### src/rtl/alu_pkg.sv
`default_nettype none
// ============================================================================
// Module      : alu_pkg
// Description : Shared definitions for the 4-bit ALU and its BIST sequencer:
//               operand width, opcode encodings, sequencer states and the
//               bit-accurate ALU reference model.
// Revision    : 1.0 - initial release
// ============================================================================
package alu_pkg;

  localparam int W = 4;

  localparam logic [3:0] OP_ADD  = 4'd0;
  localparam logic [3:0] OP_SUB  = 4'd1;
  localparam logic [3:0] OP_AND  = 4'd2;
  localparam logic [3:0] OP_OR   = 4'd3;
  localparam logic [3:0] OP_XOR  = 4'd4;
  localparam logic [3:0] OP_NOTA = 4'd5;
  localparam logic [3:0] OP_NAND = 4'd6;
  localparam logic [3:0] OP_NOR  = 4'd7;
  localparam logic [3:0] OP_XNOR = 4'd8;
  localparam logic [3:0] OP_SHL  = 4'd9;
  localparam logic [3:0] OP_SHR  = 4'd10;
  localparam logic [3:0] OP_INC  = 4'd11;
  localparam logic [3:0] OP_DEC  = 4'd12;

  typedef enum logic [1:0] {
    ST_IDLE = 2'd0,
    ST_RUN  = 2'd1,
    ST_DONE = 2'd2
  } bist_state_e;

  // Expected ALU result; arithmetic wraps modulo 2**W, unused opcodes give 0.
  function automatic logic [W-1:0] alu_model(
    input logic [W-1:0] a,
    input logic [W-1:0] b,
    input logic [3:0]   sel
  );
    logic [W-1:0] r;
    case (sel)
      OP_ADD:  r = a + b;
      OP_SUB:  r = a - b;
      OP_AND:  r = a & b;
      OP_OR:   r = a | b;
      OP_XOR:  r = a ^ b;
      OP_NOTA: r = ~a;
      OP_NAND: r = ~(a & b);
      OP_NOR:  r = ~(a | b);
      OP_XNOR: r = ~(a ^ b);
      OP_SHL:  r = a << 1;
      OP_SHR:  r = a >> 1;
      OP_INC:  r = a + {{(W-1){1'b0}}, 1'b1};
      OP_DEC:  r = a - {{(W-1){1'b0}}, 1'b1};
      default: r = '0;
    endcase
    return r;
  endfunction

endpackage : alu_pkg
`default_nettype wire

### src/rtl/alu_ref_model.sv
`default_nettype none
// ============================================================================
// Module      : alu_ref_model
// Description : Combinational wrapper around alu_pkg::alu_model so the same
//               reference can be dropped next to any ALU consumer.
// Revision    : 1.0 - initial release
// ============================================================================
module alu_ref_model
  import alu_pkg::*;
(
  input  logic [W-1:0] a,
  input  logic [W-1:0] b,
  input  logic [3:0]   sel,
  output logic [W-1:0] res
);

  // Pure function evaluation, no state.
  always_comb begin
    res = alu_model(a, b, sel);
  end

endmodule : alu_ref_model
`default_nettype wire

### src/rtl/alu_bist.sv
`default_nettype none
// ============================================================================
// Module      : alu_bist
// Description : Built-in self-test sequencer for the 4-bit ALU. Sweeps the
//               opcodes with a captured operand pair, holds each opcode for
//               DWELL cycles, compares the ALU result against the reference
//               model and reports pass, mismatch count and first bad opcode.
// Revision    : 1.0 - initial release
// ============================================================================
module alu_bist
  import alu_pkg::*;
#(
  parameter int unsigned DWELL   = 4,
  parameter int unsigned NUM_OPS = 13
) (
  input  logic         clk,
  input  logic         rst,
  input  logic         start,
  input  logic [W-1:0] a_seed,
  input  logic [W-1:0] b_seed,
  output logic [W-1:0] A,
  output logic [W-1:0] B,
  output logic [3:0]   sel,
  input  logic [W-1:0] res,
  output logic         busy,
  output logic         done,
  output logic         pass,
  output logic [3:0]   err_count,
  output logic         fail_valid,
  output logic [3:0]   fail_sel
);

  // Terminal values for the dwell counter and the opcode counter. Both
  // parameters top out at 16, so a 4-bit counter always covers the range.
  localparam logic [3:0] DWELL_LAST   = 4'(DWELL - 1);
  localparam logic [3:0] NUM_OPS_LAST = 4'(NUM_OPS - 1);

  bist_state_e  state_q, state_d;
  logic [3:0]   cnt_q, cnt_d;
  logic [3:0]   sel_q, sel_d;
  logic [W-1:0] a_q, a_d;
  logic [W-1:0] b_q, b_d;
  logic         busy_q, busy_d;
  logic         done_q, done_d;
  logic         pass_q, pass_d;
  logic [3:0]   err_q, err_d;
  logic         fv_q, fv_d;
  logic [3:0]   fsel_q, fsel_d;

  logic [W-1:0] w_model_res;
  logic         w_mismatch;
  logic [3:0]   w_err_inc;

  alu_ref_model u_ref (
    .a   (a_q),
    .b   (b_q),
    .sel (sel_q),
    .res (w_model_res)
  );

  // Mismatch flag and saturating increment of the error counter.
  always_comb begin
    w_mismatch = (res != w_model_res);
    w_err_inc  = (err_q == 4'hF) ? 4'hF : (err_q + 4'd1);
  end

  // Next-state logic for the sequencer and all result registers.
  always_comb begin
    state_d = state_q;
    cnt_d   = cnt_q;
    sel_d   = sel_q;
    a_d     = a_q;
    b_d     = b_q;
    busy_d  = busy_q;
    done_d  = done_q;
    pass_d  = pass_q;
    err_d   = err_q;
    fv_d    = fv_q;
    fsel_d  = fsel_q;

    case (state_q)
      ST_IDLE, ST_DONE: begin
        if (start) begin
          state_d = ST_RUN;
          a_d     = a_seed;
          b_d     = b_seed;
          sel_d   = 4'd0;
          cnt_d   = 4'd0;
          err_d   = 4'd0;
          fv_d    = 1'b0;
          fsel_d  = 4'd0;
          busy_d  = 1'b1;
          done_d  = 1'b0;
          pass_d  = 1'b0;
        end
      end

      ST_RUN: begin
        // start is deliberately ignored here: a sweep always runs to the end.
        if (cnt_q != DWELL_LAST) begin
          cnt_d = cnt_q + 4'd1;
        end else begin
          if (w_mismatch) begin
            err_d = w_err_inc;
            if (!fv_q) begin
              fv_d   = 1'b1;
              fsel_d = sel_q;
            end
          end
          if (sel_q != NUM_OPS_LAST) begin
            sel_d = sel_q + 4'd1;
            cnt_d = 4'd0;
          end else begin
            // Verdict is registered together with done, using the count
            // that includes this final sample.
            state_d = ST_DONE;
            busy_d  = 1'b0;
            done_d  = 1'b1;
            pass_d  = (err_d == 4'd0);
          end
        end
      end

      default: begin
        state_d = ST_IDLE;
        busy_d  = 1'b0;
      end
    endcase
  end

  // State and result registers; asynchronous reset returns to IDLE.
  always_ff @(posedge clk or posedge rst) begin
    if (rst) begin
      state_q <= ST_IDLE;
      cnt_q   <= 4'd0;
      sel_q   <= 4'd0;
      a_q     <= '0;
      b_q     <= '0;
      busy_q  <= 1'b0;
      done_q  <= 1'b0;
      pass_q  <= 1'b0;
      err_q   <= 4'd0;
      fv_q    <= 1'b0;
      fsel_q  <= 4'd0;
    end else begin
      state_q <= state_d;
      cnt_q   <= cnt_d;
      sel_q   <= sel_d;
      a_q     <= a_d;
      b_q     <= b_d;
      busy_q  <= busy_d;
      done_q  <= done_d;
      pass_q  <= pass_d;
      err_q   <= err_d;
      fv_q    <= fv_d;
      fsel_q  <= fsel_d;
    end
  end

  // All outputs come straight from flops.
  always_comb begin
    A          = a_q;
    B          = b_q;
    sel        = sel_q;
    busy       = busy_q;
    done       = done_q;
    pass       = pass_q;
    err_count  = err_q;
    fail_valid = fv_q;
    fail_sel   = fsel_q;
  end

endmodule : alu_bist
`default_nettype wire
### config.mk
export PLATFORM = sky130hd
export DESIGN_NAME = alu_bist
export DESIGN_NICKNAME = d
export VERILOG_FILES = /design/src/rtl/alu_pkg.sv /design/src/rtl/alu_ref_model.sv /design/src/rtl/alu_bist.sv
export SDC_FILE = /design/constraint.sdc
export NUM_CORES = 1
export LEC_CHECK = 0
export CORE_MARGIN = 2
export CORE_UTILIZATION = 58
export CTS_CLUSTER_SIZE = 24
export DETAILED_ROUTE_END_ITERATION = 8
export HOLD_SLACK_MARGIN = 0.08
export PLACE_DENSITY = 0.86
export SLEW_MARGIN = 10
export SYNTH_ARGS = -nofsm -noshare
export SYNTH_HDL_FRONTEND = slang
export SYNTH_SLANG_ARGS = --single-unit
### constraint.sdc
create_clock -name clk -period 6.5 [get_ports clk]
set_clock_uncertainty 0.2 [all_clocks]
set_input_delay 1.3 -clock clk [delete_from_list [all_inputs] [get_ports clk]]
set_output_delay 1.3 -clock clk [all_outputs]
set_load 0.05 [all_outputs]
Yosys cells after proc, flatten, opt, wreduce, memory -nomap -nowiden:

Cells that the tools add are included.

* multiplexer cells: 36
* bitwise operators: 7
* $add $sub $neg: 7
* reductions and logical operators: 13
* equality and inequality tests: 25

Operator list (number)
* $mux 4: 13
* $pmux 4 s13: 1
* $pmux 4 s2: 4
* $eq 4x4->1 const B: 6
* $add 4x1->4 const B: 4
* $eq 4x3->1 const B: 4
* $not 4->4: 4
* $ne 2x2->1 const B: 6
* $reduce_and 4->1: 3
* $mux 1: 10
* $reduce_and 3->1: 3
* $eq 4x2->1 const B: 2
* $logic_not 4->1: 2
* $pmux 1 s2: 4
* $mux 2: 3
* $reduce_and 5->1: 1
* $add 4x4->4: 1
* $and 4x4->4: 1
* $eq 4x1->1 const B: 1
* $ne 4x2->1 const B: 1
* $ne 4x4->1: 1
* $ne 4x4->1 const B: 1
* $or 4x4->4: 1
* $pmux 2 s2: 1
* 10 further kinds: 10

* logic and storage cells: 99
* output and inout port bits: 24
* flip-flop bits (word level): 30

Longest topological paths before layout:

Gate-level depths: netlist (run 1).

* word-level depth: 11
* mapped depth: 16

Cells and area by module:

Synthesis (run 1) repeated with hierarchy kept, for this count alone.

* cell total of the unflattened synthesis: 276
* area total of the unflattened synthesis: 2307.2 um2

Modules (own cells, without submodules)
* alu_bist: times used 1, cells each 152, sequential area each 750.7 um2, area each 1467.7 um2
* alu_ref_model: times used 1, cells each 124, sequential area each 0.0 um2, area each 839.6 um2

Worst setup path after synthesis (run 1):

OpenSTA, ideal clock, no wires.

* path type: reg2reg
* start point: register sel_q[0] (netlist: sel[0])
* end point: register err_q[1] (netlist: err_count[1])
* path buffers: 0
* clock period less this slack: 4217 ps
* slack: 2283 ps
* arrival: 3896 ps
* data required time: 6179 ps
* cell stages (with the launch flop): 16
* cells stage by stage: dfrtp_1 > inv_1 > ha_1 > mux2_2 > nand2_1 > nand2_1 > ha_1 > fa_1 > inv_1 > a221oi_1 > a211oi_1 > or3_1 > a221oi_4 > o31ai_4 > and2_4 > a22o_1

* cells in the longest elaborated chain, start to end: 8
* elaborated cells on any way between the ends: 20
* classes of those cells: eq/ne: 13; mux: 6; reduce/logical: 1

Ends and longest elaborated chain
* start, declared: line alu_bist.sv:40 `logic [3:0] sel_q, sel_d;`
* start signal, assigned: line alu_bist.sv:148 `sel_q <= sel_d;`
* $eq 4x4->1 (tied with other cells): line alu_pkg.sv:40 `case (sel)`
* $pmux 4 s13 (*): line alu_pkg.sv:40
* $ne 4x4->1 (*): line alu_bist.sv:63 `w_mismatch = (res != w_model_res);`
* $mux 4 (*): line alu_bist.sv:103 `if (w_mismatch) begin`
* $mux 4 (*): line alu_bist.sv:100 `if (cnt_q != DWELL_LAST) begin`
* $mux 4 (*): line alu_bist.sv:81 `case (state_q)`
* $mux 4 (*): line alu_bist.sv:100
* $pmux 4 s2 (*): line alu_bist.sv:81
* end signal, assigned: line alu_bist.sv:154 `err_q <= err_d;`
* end, declared: line alu_bist.sv:46 `logic [3:0] err_q, err_d;`

Every way passes the cells marked *; elsewhere a longest branch is shown, timed or not. The select of a mux whose other input is x is not followed.
A chain may end at the register's enable or synchronous reset.

Final worst setup path (run 1):

Same ends and word-level chain as after synthesis.

==> flow_results.org, run 1 <==
** Outcome
- Result of the run :: completed

** Clock network
- Buffers inserted during clock tree synthesis total 5.
- Clock tree buffer depth :: 2
- CTS Hold Buffers Added :: 0
- Clock tree synthesis selected as its root buffer the cell sky130_fd_sc_hd__clkbuf_8.
- The H-tree was split into 2 levels.
- Setup Fix Bufs, Post-CTS :: 0
- CTS saw 30 sinks.
- CTS tree :: built
- Quantity of gates resized following cts :: 0
- Clock-pin slew on the worst setup and hold paths :: 60 ps
- At the later pin of the worst-skew pair, clock insertion delay measures 280 ps.

** Floorplanning
- The total area inside the core boundary comes to 3971 µm².
- The floorplan step set the die height to 68.14 µm.
- The floorplan has 23 rows.
- Die Wd :: 68.14 µm
- The die covers 4643 µm².
- For this configuration, the core starts out at a cell density of 60.08%.
- I/O Pins :: 39

** Global route
- Largest net degree at the start of global routing :: 31
- Initial antenna violation count :: 0
- Number of global-route vias before repair :: 1991
- The first global-routing pass estimated 9156 µm of wire.
- Across every metal layer, demand over resource in global routing totals 26.55%.
- The total overflow left after global routing is 0.

** Logic synthesis
- After synthesis, the largest family of logic cells by area is simple AND/OR/NAND/NOR gates.
- Measured against the total synthesized area, the mux share comes to 3.513%.
- In this run the biggest area consumer among cell types represents 31.46% of the synthesized area.
- Area fraction in and, or, nand and nor cells after synthesis :: 22.44%
- Flops & latches, synth :: 30
- The Yosys step of the flow raised 0 warnings.
- The number of different library cells used by synthesis comes to 66.
- After Yosys synthesis, XOR and XNOR cells account for 4.038% of the synthesized area.
- In this run the cell area of the synthesized design comes to 2386 µm².
- After synthesis, the share of flip-flops with an asynchronous set or reset is 100.0%.
- A synthesized cell averages 9.038 µm².
- Compound-gate portion of the synthesized area :: 21.66%
- Area share of fa/ha/maj cells after synthesis :: 10.28%
- The share of the Yosys chip area taken by registers is 31.46%.
- Synthesized net count :: 298
- Flip-flop cell with the highest count after synthesis :: sky130_fd_sc_hd__dfrtp_1
- The biggest area contributor in the post-synthesis netlist is sky130_fd_sc_hd__dfrtp_1.
- After synthesis, the cell types taking the most area are sky130_fd_sc_hd__dfrtp_1 (31%), sky130_fd_sc_hd__ha_1 (9.4%), sky130_fd_sc_hd__nand2_1 (5.3%).
- Count of flip-flops with a built-in enable after synthesis :: 0
- Gate count of the mapped netlist :: 264

** Placed design
- The placed instances occupy a cell area of 2758 µm².
- Post-DP HPWL :: 4154 µm
- Final weighted congestion in routability-driven placement :: 0.9868
- Count of port buffers added during placement :: 38

** Finish
- Seq. cell area :: 750.7 µm²
- Layout cells sized above 1 :: 8.389%
- The repair_antennas step left the layout with diodes totalling 0.
- In the final layout, the multi-input gates occupy 1478 µm².
- Area growth from synthesis to layout :: 19.03%
- Final Cell Area :: 2840 µm²
- Number of filler cells placed in the layout :: 298
- Nets :: 333

** Worst setup path
- The worst setup path is launched from a flop.
- The worst register-to-register path begins at sel[0].
- At the worst endpoint, the required time is 6470 ps.
- CP Max Fanout :: 12
- Endpoint of the lowest-slack register-to-register path :: err_count[1]
- For flop-to-flop paths, the worst setup slack is 2080 ps.
- The most critical setup path has its startpoint at sel[0].
- In this run the worst setup path terminates at err_count[1].
- CP endpoint kind :: flop
- Register-to-Register Path Depth :: 15
- Worst setup path class :: flop to flop
- At the worst endpoint, the arrival time is 4390 ps.

** Drt
- Using the TritonRoute via totals, the vias-per-cell ratio works out to 6.034.
- Routed wirelength normalized by instance count :: 16.05 µm
- Iteration-0 DRC count of the detailed router :: 212
- Iteration count of the initial detailed-routing pass :: 4
- Remaining antenna violation count :: 0
- Routed wire length :: 5586 µm
- After detailed routing, the number of remaining DRC violations is 0.
- The detailed router placed 2100 vias in this run.

** Min path
- The min-delay analysis places its worst path in the category flop to flop.

** STA
- The number of slew-limit violations in the final report is 0.
- Final total negative setup slack :: 0 ps
- Clock period minus final worst setup slack :: 4419 ps
- Timing would allow up to 0.2263 GHz.
- Unrepaired setup endpoints after global routing :: no
- Measured against its own limit, the worst slew margin works out to 51.60%.
- Setup violations remaining at the end of the flow were counted as 0.
- The worst path uses 67.98% of the clock period.
- At the pin with the least slew margin, the transition time is 726.0 ps.
- The final-report hold violation count was 0.

** Job
- The tool flagged a number of max-cap violations equal to 0.
-- stage by stage --
stage	utilization, %	setup WS [ps]	hold WS [ps]	instances
CTS	71.52	2109	298.5	348
global route	71.52	1739	307.9	348
finish	71.52	2081	305.0	348
global placement	69.44	2285	257.5	342
floorplan	-	2283	255.8	264
detailed placement	69.44	2110	278.1	342
-- worst min path at each step --
stage             start  endpoint  depth (start not counted)
2_1_floorplan  cnt_q[3]  cnt_q[3]                          1
3_3_place_gp       busy      busy                          2
3_5_place_dp       done      done                          2
4_1_cts            done      done                          2
5_1_grt            done      done                          2
6_report           done      done                          2
-- placed cells by master, fill, tap and decap left out, drive strengths merged, types with 2 or more instances in the layout --
master         synthesis  routed
nand2                 34      34
or3                    3       3
and3b                  2       2
clkbuf                 5       6
a211oi                 8       8
ha                    18      18
nor2b                  5       5
xnor2                  8       8
nor3                   2       2
nand3b                 2       2
dfrtp                 30      30
mux2                   3       3
a21boi                 2       2
a2111oi                3       3
nand4                  2       2
nor2                   9       9
nand3                  6       6
and3                   3       3
a21oi                  8       8
nor4                   3       3
a21o                   3       3
a31oi                  4       4
xor2                   3       3
clkdlybuf4s50          0      38
a221oi                 2       2
o21ai                 18      18
o31ai                  3       3
nor3b                  4       4
and4b                  2       2
and2                   3       3
inv                   21      21
nand2b                11      11
mux2i                  5       5
a22o                   2       2
-- per-layer routing --
metal / wire [µm] / track usage (%)
met5: 0 / 0
met4: 191 / 14.75
met3: 308 / 4.770
met2: 2565 / 41.26
met1: 2520 / 34.91
-- critical path: stages (launching register included) --
cell	delay, ps
sky130_fd_sc_hd__dfrtp_1	470
sky130_fd_sc_hd__inv_1	140
sky130_fd_sc_hd__ha_1	410
sky130_fd_sc_hd__mux2_2	290
sky130_fd_sc_hd__nand2_1	110
sky130_fd_sc_hd__nand3b_1	140
sky130_fd_sc_hd__nand3_1	140
sky130_fd_sc_hd__fa_1	580
sky130_fd_sc_hd__inv_1	60
sky130_fd_sc_hd__a221oi_1	320
sky130_fd_sc_hd__a211oi_1	100
sky130_fd_sc_hd__or3_1	430
sky130_fd_sc_hd__a221oi_4	300
sky130_fd_sc_hd__o31ai_4	190
sky130_fd_sc_hd__and2_4	230
sky130_fd_sc_hd__a22o_1	190
-- Yosys cell counts (all sizes together) (2+ instances only) --
cell type  count
ha            18
a21oi          8
nand3          6
a22o           2
nand3b         2
o31ai          3
dfrtp         30
clkbuf         5
mux2           3
or3            3
buf            6
nor3           2
nor4           3
a211oi         8
o21ai         18
and2           3
xor2           3
nor3b          4
a221oi         2
mux2i          5
and4b          2
inv           21
nor2           9
a31oi          4
and3           3
a21o           3
and3b          2
xnor2          8
nor2b          5
a21boi         2
nand4          2
nand2         34
nand2b        11
a2111oi        3
-- sequential cells by signal, summed over array words and instances, names as in the netlist --
register,count
fail_valid,1
A,4
fail_sel,4
cnt_q,4
done,1
busy,1
pass,1
state_q,2
sel,4
B,4
err_count,4
-- final cells by class --
| type | count | area share [%] |
|---|---|---|
| clock buffers | 6 | 2.907 |
| inverters | 21 | 2.775 |
| multi-input cells | 202 | 52.03 |
| flip-flops and latches | 30 | 26.43 |
| well taps | 50 | 2.203 |
| repair buffers | 39 | 13.66 |
-- kinds of logic after synthesis --
group	Yosys count
buf+inv	32
compound gates	67
simple gates	97
mux	8
flops	30
fa+ha+maj	19
xor+xnor	11
Power of run 1 is left out: the tool's default activity adds up to more than one toggle a clock period on the data nets, which glitch-free logic cannot reach.
==> run 2: changes to the inputs <==
CORE_UTILIZATION = 54   (was 58)
PLACE_DENSITY = 0.81   (was 0.86)
clock period = 4.45 ns   (was 6.5 ns; I/O delays follow)
==> flow_results.org, run 2 (synthesis gave the netlist of run 1 again) <==
** Floorplanning
- Measured along the x axis, the die boundary spans 70.47 µm.
- The die covers 4966 µm².
- The floorplan has 24 rows.
- In this run the count of I/O pins placed on the die edge is 39.
- Initial core utilization :: 55.57%
- The die is 70.47 µm tall.
- Core Footprint :: 4294 µm²

** STA
- Unrepaired setup endpoints after global routing :: no
- Clock period minus final worst setup slack :: 4160 ps
- The final-report hold violation count is 0.
- Pins over their slew limit :: 0
- Headroom to the max-slew limit came out at 45.86%.
- After layout, the worst path uses 93.48% of the clock period.
- Pin slew with the least headroom to its limit :: 800.9 ps
- Final total negative setup slack :: 0 ps
- Final setup violating endpoints :: 0
- Based on the critical path, the design can be clocked at up to 0.2404 GHz.

** Drt
- Total number of vias :: 2164
- Iteration-0 DRC count of the detailed router :: 165
- After detailed routing, the number of remaining DRC violations is 0.
- Iteration count of the initial detailed-routing pass :: 4
- Summed over all layers, the routed wires come to 6061 µm.
- In the routed layout, each cell is associated on average with a via count of 6.011.
- Routed wirelength normalized by instance count :: 16.84 µm
- Once detail routing completed, the nets flagged for antenna violations numbered 0.

** Worst setup path
- Required @ worst endpoint :: 4430 ps
- The number of buffers and inverters on the critical path is 2.
- Critical path's top delay family :: compound AO/OA/AOI/OAI gates
- Critical Path Max Stage Delay :: 530 ps
- Critical-path top delay cell :: sky130_fd_sc_hd__fa_1
- The worst setup path is launched from a flop.
- STA classifies the critical path endpoint as a flop.
- Cell-by-cell trace of the critical path :: inv_1, ha_1, mux2_2, nand2_1, nand2_1, ha_1, fa_1, inv_1, a221oi_1, a211oi_1, or3_1, a221oi_4, o31ai_2, and2_4, a22o_1
- Data arrives at the worst endpoint at 4140 ps.
- CP Max Fanout :: 7
- Worst setup path class :: flop to flop

** Finish
- Leading cell types in the layout, fill and taps excluded :: sky130_fd_sc_hd__clkdlybuf4s50_1 (38), sky130_fd_sc_hd__nand2_1 (34), sky130_fd_sc_hd__dfrtp_1 (29)
- Compared with the post-synthesis result, the final layout area differs by 22.55%.
- Nets :: 341
- Most common library cell in the layout ignoring fill and taps :: sky130_fd_sc_hd__clkdlybuf4s50_1
- Layout cells sized above 1 :: 11.69%
- After routing the design area is 2924 µm².
- 0 antenna diodes ended up in the layout.
- Number of non-filler instances in the completed layout :: 360

** Clock network
- TritonCTS built the clock tree.
- Clock tree buffer depth :: 2
- Clock-pin slew on the worst setup and hold paths :: 70 ps
- Number of clock sinks :: 30
- Number of H-tree levels :: 2
- Cell at the root of the clock tree :: sky130_fd_sc_hd__clkbuf_8
- Setup Fix Bufs, Post-CTS :: 0
- Clock latency on the worst-skew pair, taken at its later pin, is 290 ps.
- The number of clock buffers added by TritonCTS is 5.

** Global route
- The number of antenna violations at the first check in global routing was 0.
- In the global route stage, overall resource usage came out at 26.32%.
- Summed over all layers, the global routing overflow is 0.
- Largest net degree at the start of global routing :: 31
- Number of global-route vias before repair :: 2165
- The first global-routing pass estimated 10290 µm of wire.

** Placed design
- Count of port buffers added during placement :: 38
- Post-DP HPWL :: 4438 µm
- Final weighted congestion in routability-driven placement :: 0.9620
- Once placement completed, the tool counted placed cells totaling 351.
- Area of placed instances :: 2813 µm²

** Job
- Count of max-cap constraint violations :: 0

** Min path
- In this run the worst hold path is classified as flop to flop.

** Outcome
- Result of the run :: completed
## run 2: cell types whose count changed in the layout (fill, tap and decap cells not counted), sizes merged
cell      delta
buf          +7
clkinv       +1
clkinvlp     +1
o31ai        +1
## run 2: repair_timing
action                                  CTS  global route
gates resized for setup                   0             2
endpoints found under the setup margin    0             4
hold endpoints to repair                  0             0
hold buffers                              0             0
## run 2: path summary, 6_finish.rpt
check                       start           end  slack (ps)  cells past startpoint
min reg2reg                  busy          busy         280                      2
min in group asynchronous     rst          pass         780                      3
min                          busy          busy         280                      2
max                        sel[0]  err_count[1]         290                     15
max reg2reg                sel[0]  err_count[1]         290                     15
max in group asynchronous     rst        sel[0]        2980                      3
## run 2: worst register-to-register path, stage by stage, from the launching register on
cell and delay, ps:
sky130_fd_sc_hd__dfrtp_2 450, sky130_fd_sc_hd__inv_1 110, sky130_fd_sc_hd__ha_1 230, sky130_fd_sc_hd__mux2_2 320, sky130_fd_sc_hd__nand2_1 120, sky130_fd_sc_hd__nand2_1 70
sky130_fd_sc_hd__ha_1 220, sky130_fd_sc_hd__fa_1 530, sky130_fd_sc_hd__inv_1 50, sky130_fd_sc_hd__a221oi_1 280, sky130_fd_sc_hd__a211oi_1 90, sky130_fd_sc_hd__or3_1 410
sky130_fd_sc_hd__a221oi_4 370, sky130_fd_sc_hd__o31ai_2 180, sky130_fd_sc_hd__and2_4 240, sky130_fd_sc_hd__a22o_1 190
## run 2: cell type report
class,count,area [µm²]
Inverter,21,78.83
Fill cell,360,1370
Timing Repair Buffer,46,440.4
Clock inverter,2,12.51
Sequential cell,30,752.0
Clock buffer,6,82.58
Multi-Input combinational cell,203,1493
Tap cell,52,65.06
## run 2: metrics by stage
step           utilization [%]  setup slack [ps]  hold slack (ps)
2_1_floorplan                -             233.3            255.8
3_3_place_gp             65.50             371.2            262.1
3_5_place_dp             65.50             251.5            267.6
4_1_cts                  67.72             234.7            285.0
5_1_grt                  68.09             40.21            315.0
6_report                 68.09             290.1            277.7
## run 2: metal layers
layer,wire (µm),part of all wire (%),vias up,GRT usage (%)
met1,2750,45,1059,35.26
met5,0,0,-,0
li1,-,-,1039,-
met2,3016,50,57,42.56
met4,74,1.2,0,8.974
met3,220,3.6,9,5.051
Power of run 2 is left out for the same reason.
==> run 3: changes to the inputs <==
CORE_UTILIZATION = 49   (was 54)
PLACE_DENSITY = 0.77   (was 0.81)
clock period = 3.7 ns   (was 4.45 ns; I/O delays follow)
==> flow_results.org, run 3 (synthesis gave the netlist of run 1 again) <==
** Finish
- Number of filler cells placed in the layout :: 351
- In the final layout, the multi-input gates occupy 1645 µm².
- Number of antenna repair diodes :: 0
- In the final design database the tool counted 367 nets.
- Final Cell Area :: 3291 µm²
- Cells with a size suffix above 1 make up 24.85% of the layout.
- Leaving out fill and tap cells, the most frequent cell in the layout is sky130_fd_sc_hd__clkdlybuf4s50_1.
- Leading cell types in the layout, fill and taps excluded :: sky130_fd_sc_hd__clkdlybuf4s50_1 (38), sky130_fd_sc_hd__buf_4 (34), sky130_fd_sc_hd__nand2_1 (32)
- Registers take 753.2 µm².
- Area growth from synthesis to layout :: 37.91%

** Global route
- The number of antenna violations at the first check in global routing came to 0.
- The first global-routing pass estimated 10270 µm of wire.
- Entering global routing, the biggest net connects 25 pins.
- Residual overflow from global routing :: 0
- Number of global-route vias before repair :: 2157
- Overall routing resource usage :: 24.41%

** Clock network
- The root buffer cell chosen for the clock tree is sky130_fd_sc_hd__clkbuf_8.
- TritonCTS built the clock tree.
- Clock buffer count from CTS :: 5
- After clock tree synthesis, the clock-pin slew on the worst setup and hold paths is 60 ps.
- Clock tree buffer depth :: 2
- Number of clock sinks :: 30
- CTS built an H-tree with a depth of 2.
- The clock reaches the later pin of the worst-skew pair after 280 ps.
- CTS Hold Buffers Added :: 0

** Floorplanning
- The floorplan step defined a core boundary enclosing 4723 µm².
- Die Outline Area :: 5443 µm²
- For this configuration, the core starts out at a cell density of 50.52%.
- Die Wd :: 73.78 µm
- I/O Pins :: 39
- Std-Cell Rows :: 25
- Floorplan die height :: 73.78 µm

** Placed design
- At the end of routability-driven placement, the weighted congestion stood at 0.9550.
- Area of placed instances :: 2982 µm²
- Pre-CTS setup slack :: -90.56 ps
- Count of port buffers added during placement :: 38
- Post-DP HPWL :: 4536 µm

** Worst setup path
- The cell family contributing the most delay on the critical path is compound AO/OA/AOI/OAI gates.
- Critical-path top delay cell :: sky130_fd_sc_hd__fa_2
- Of all nets on the critical path, the largest fanout is 5.
- Cell-by-cell trace of the critical path :: inv_2, ha_4, mux2_4, nand2_4, nand2_4, ha_4, fa_2, nand2b_1, a32oi_1, o221ai_1, or3_4, a221oi_4, o31ai_4, and4b_1, a211oi_2
- At the worst endpoint, the arrival time is 3830 ps.
- CP Launch Type :: flop
- CP endpoint kind :: flop
- The critical path in this run is classified as flop to flop.
- Counting both buffers and inverters, the worst setup path holds a total of 1.
- The startpoint identified for the worst register-to-register timing path is sel[0].
- For the worst flop-to-flop path, the logic depth is 15.
- Endpoint of the lowest-slack register-to-register path :: pass
- On the worst path, the slowest cell contributes a delay of 580 ps.
- Data on the critical path is required at its endpoint by 3690 ps.
- Register-to-register setup slack :: -150 ps

** Outcome
- The final reports fail on setup timing.
- Result of the run :: finished with violations

** STA
- Slew HR :: 55.50%
- Part of the cycle the worst path needs :: 103.9%
- The number of slew-limit violations in the final report is 0.
- Unrepaired setup endpoints after global routing :: yes
- Total count of hold-check failures in the final report :: 0
- The smallest clock period supported by the final layout is computed as 3845 ps.
- Setup violations remaining at the end of the flow were counted as 10.
- Final hold analysis gives a worst-case slack of 275.6 ps.
- Final setup slack of the worst path :: -145.4 ps
- Timing would allow up to 0.2601 GHz.
- Pin slew with the least headroom to its limit :: 666.7 ps

** Drt
- Wires add up to 6470 µm.
- Post-route DRC violation count :: 0
- After detailed routing, the number of vias per cell comes to 5.628.
- The detail route stage leaves a number of antenna-violating nets equal to 0.
- The pre-antenna-repair detailed-routing pass consisted of 5 iterations.
- Total number of vias :: 2257
- Iteration-0 DRC count of the detailed router :: 101
- Dividing the detail-routed wire length by the instance count gives 16.13 µm.

** Job
- Count of max-cap constraint violations :: 0

** Min path
- Worst min-delay path endpoint :: busy
- In this run the worst hold path is classified as flop to flop.
- Worst hold path depth :: 2
- The worst hold path begins at busy.
run 3: cell count changes in the layout (fill, tap and decap cells not counted), sizes merged:
cell / delta
buf: +26
clkbuf: +1
clkinvlp: -1
run 3: area by class of cell:
type,instances,share of cell area (%)
Multi-Input combinational cell,203,50.00
Sequential cell,30,22.89
Timing Repair Buffer,72,19.32
Clock buffer,7,2.624
Tap cell,67,2.548
Inverter,21,2.471
Clock inverter,1,0.1521
run 3: how the worst max path moves through the flow:
| stage | from | end | slack (ps) | cells after the start |
|---|---|---|---|---|
| 2_1_floorplan | sel[0] | err_count[1] | -100 | 15 |
| 3_3_place_gp | sel[0] | fail_sel[3] | -7 | 13 |
| 4_1_cts | sel[0] | pass | -80 | 15 |
| 5_1_grt | sel[0] | pass | -250 | 15 |
| 3_5_place_dp | sel[0] | fail_sel[3] | -90 | 14 |
| 6_report | sel[0] | pass | -150 | 15 |
run 3: tightest hold or removal path: stages (launching register included):
cell	delay (ps)
sky130_fd_sc_hd__dfrtp_1	340
sky130_fd_sc_hd__nand2_1	50
sky130_fd_sc_hd__nand2_1	60
run 3: metal layers:
layer | track usage, % | wire length [µm]
met4 | 8.485 | 123
met3 | 3.704 | 220
met5 | 0 | 0
met1 | 32.59 | 2973
met2 | 40.18 | 3154
run 3: what timing repair did:
action                                  4_1_cts  5_1_grt
endpoints found under the setup margin       10       10
setup buffers                                 7        5
resized for setup                             8       14
cloned                                        1        0
pin swaps                                     7       16
run 3: per-stage QoR:
step	TNS (ps)	std cells	utilization (%)
after global routing	-2133	401	69.67
final	-884.7	401	69.67
after floorplan	-760.9	264	-
after global placement	-17.47	380	63.13
after CTS	-260.2	396	67.44
after detailed placement	-632.1	380	63.13
Power of run 3 is left out for the same reason.
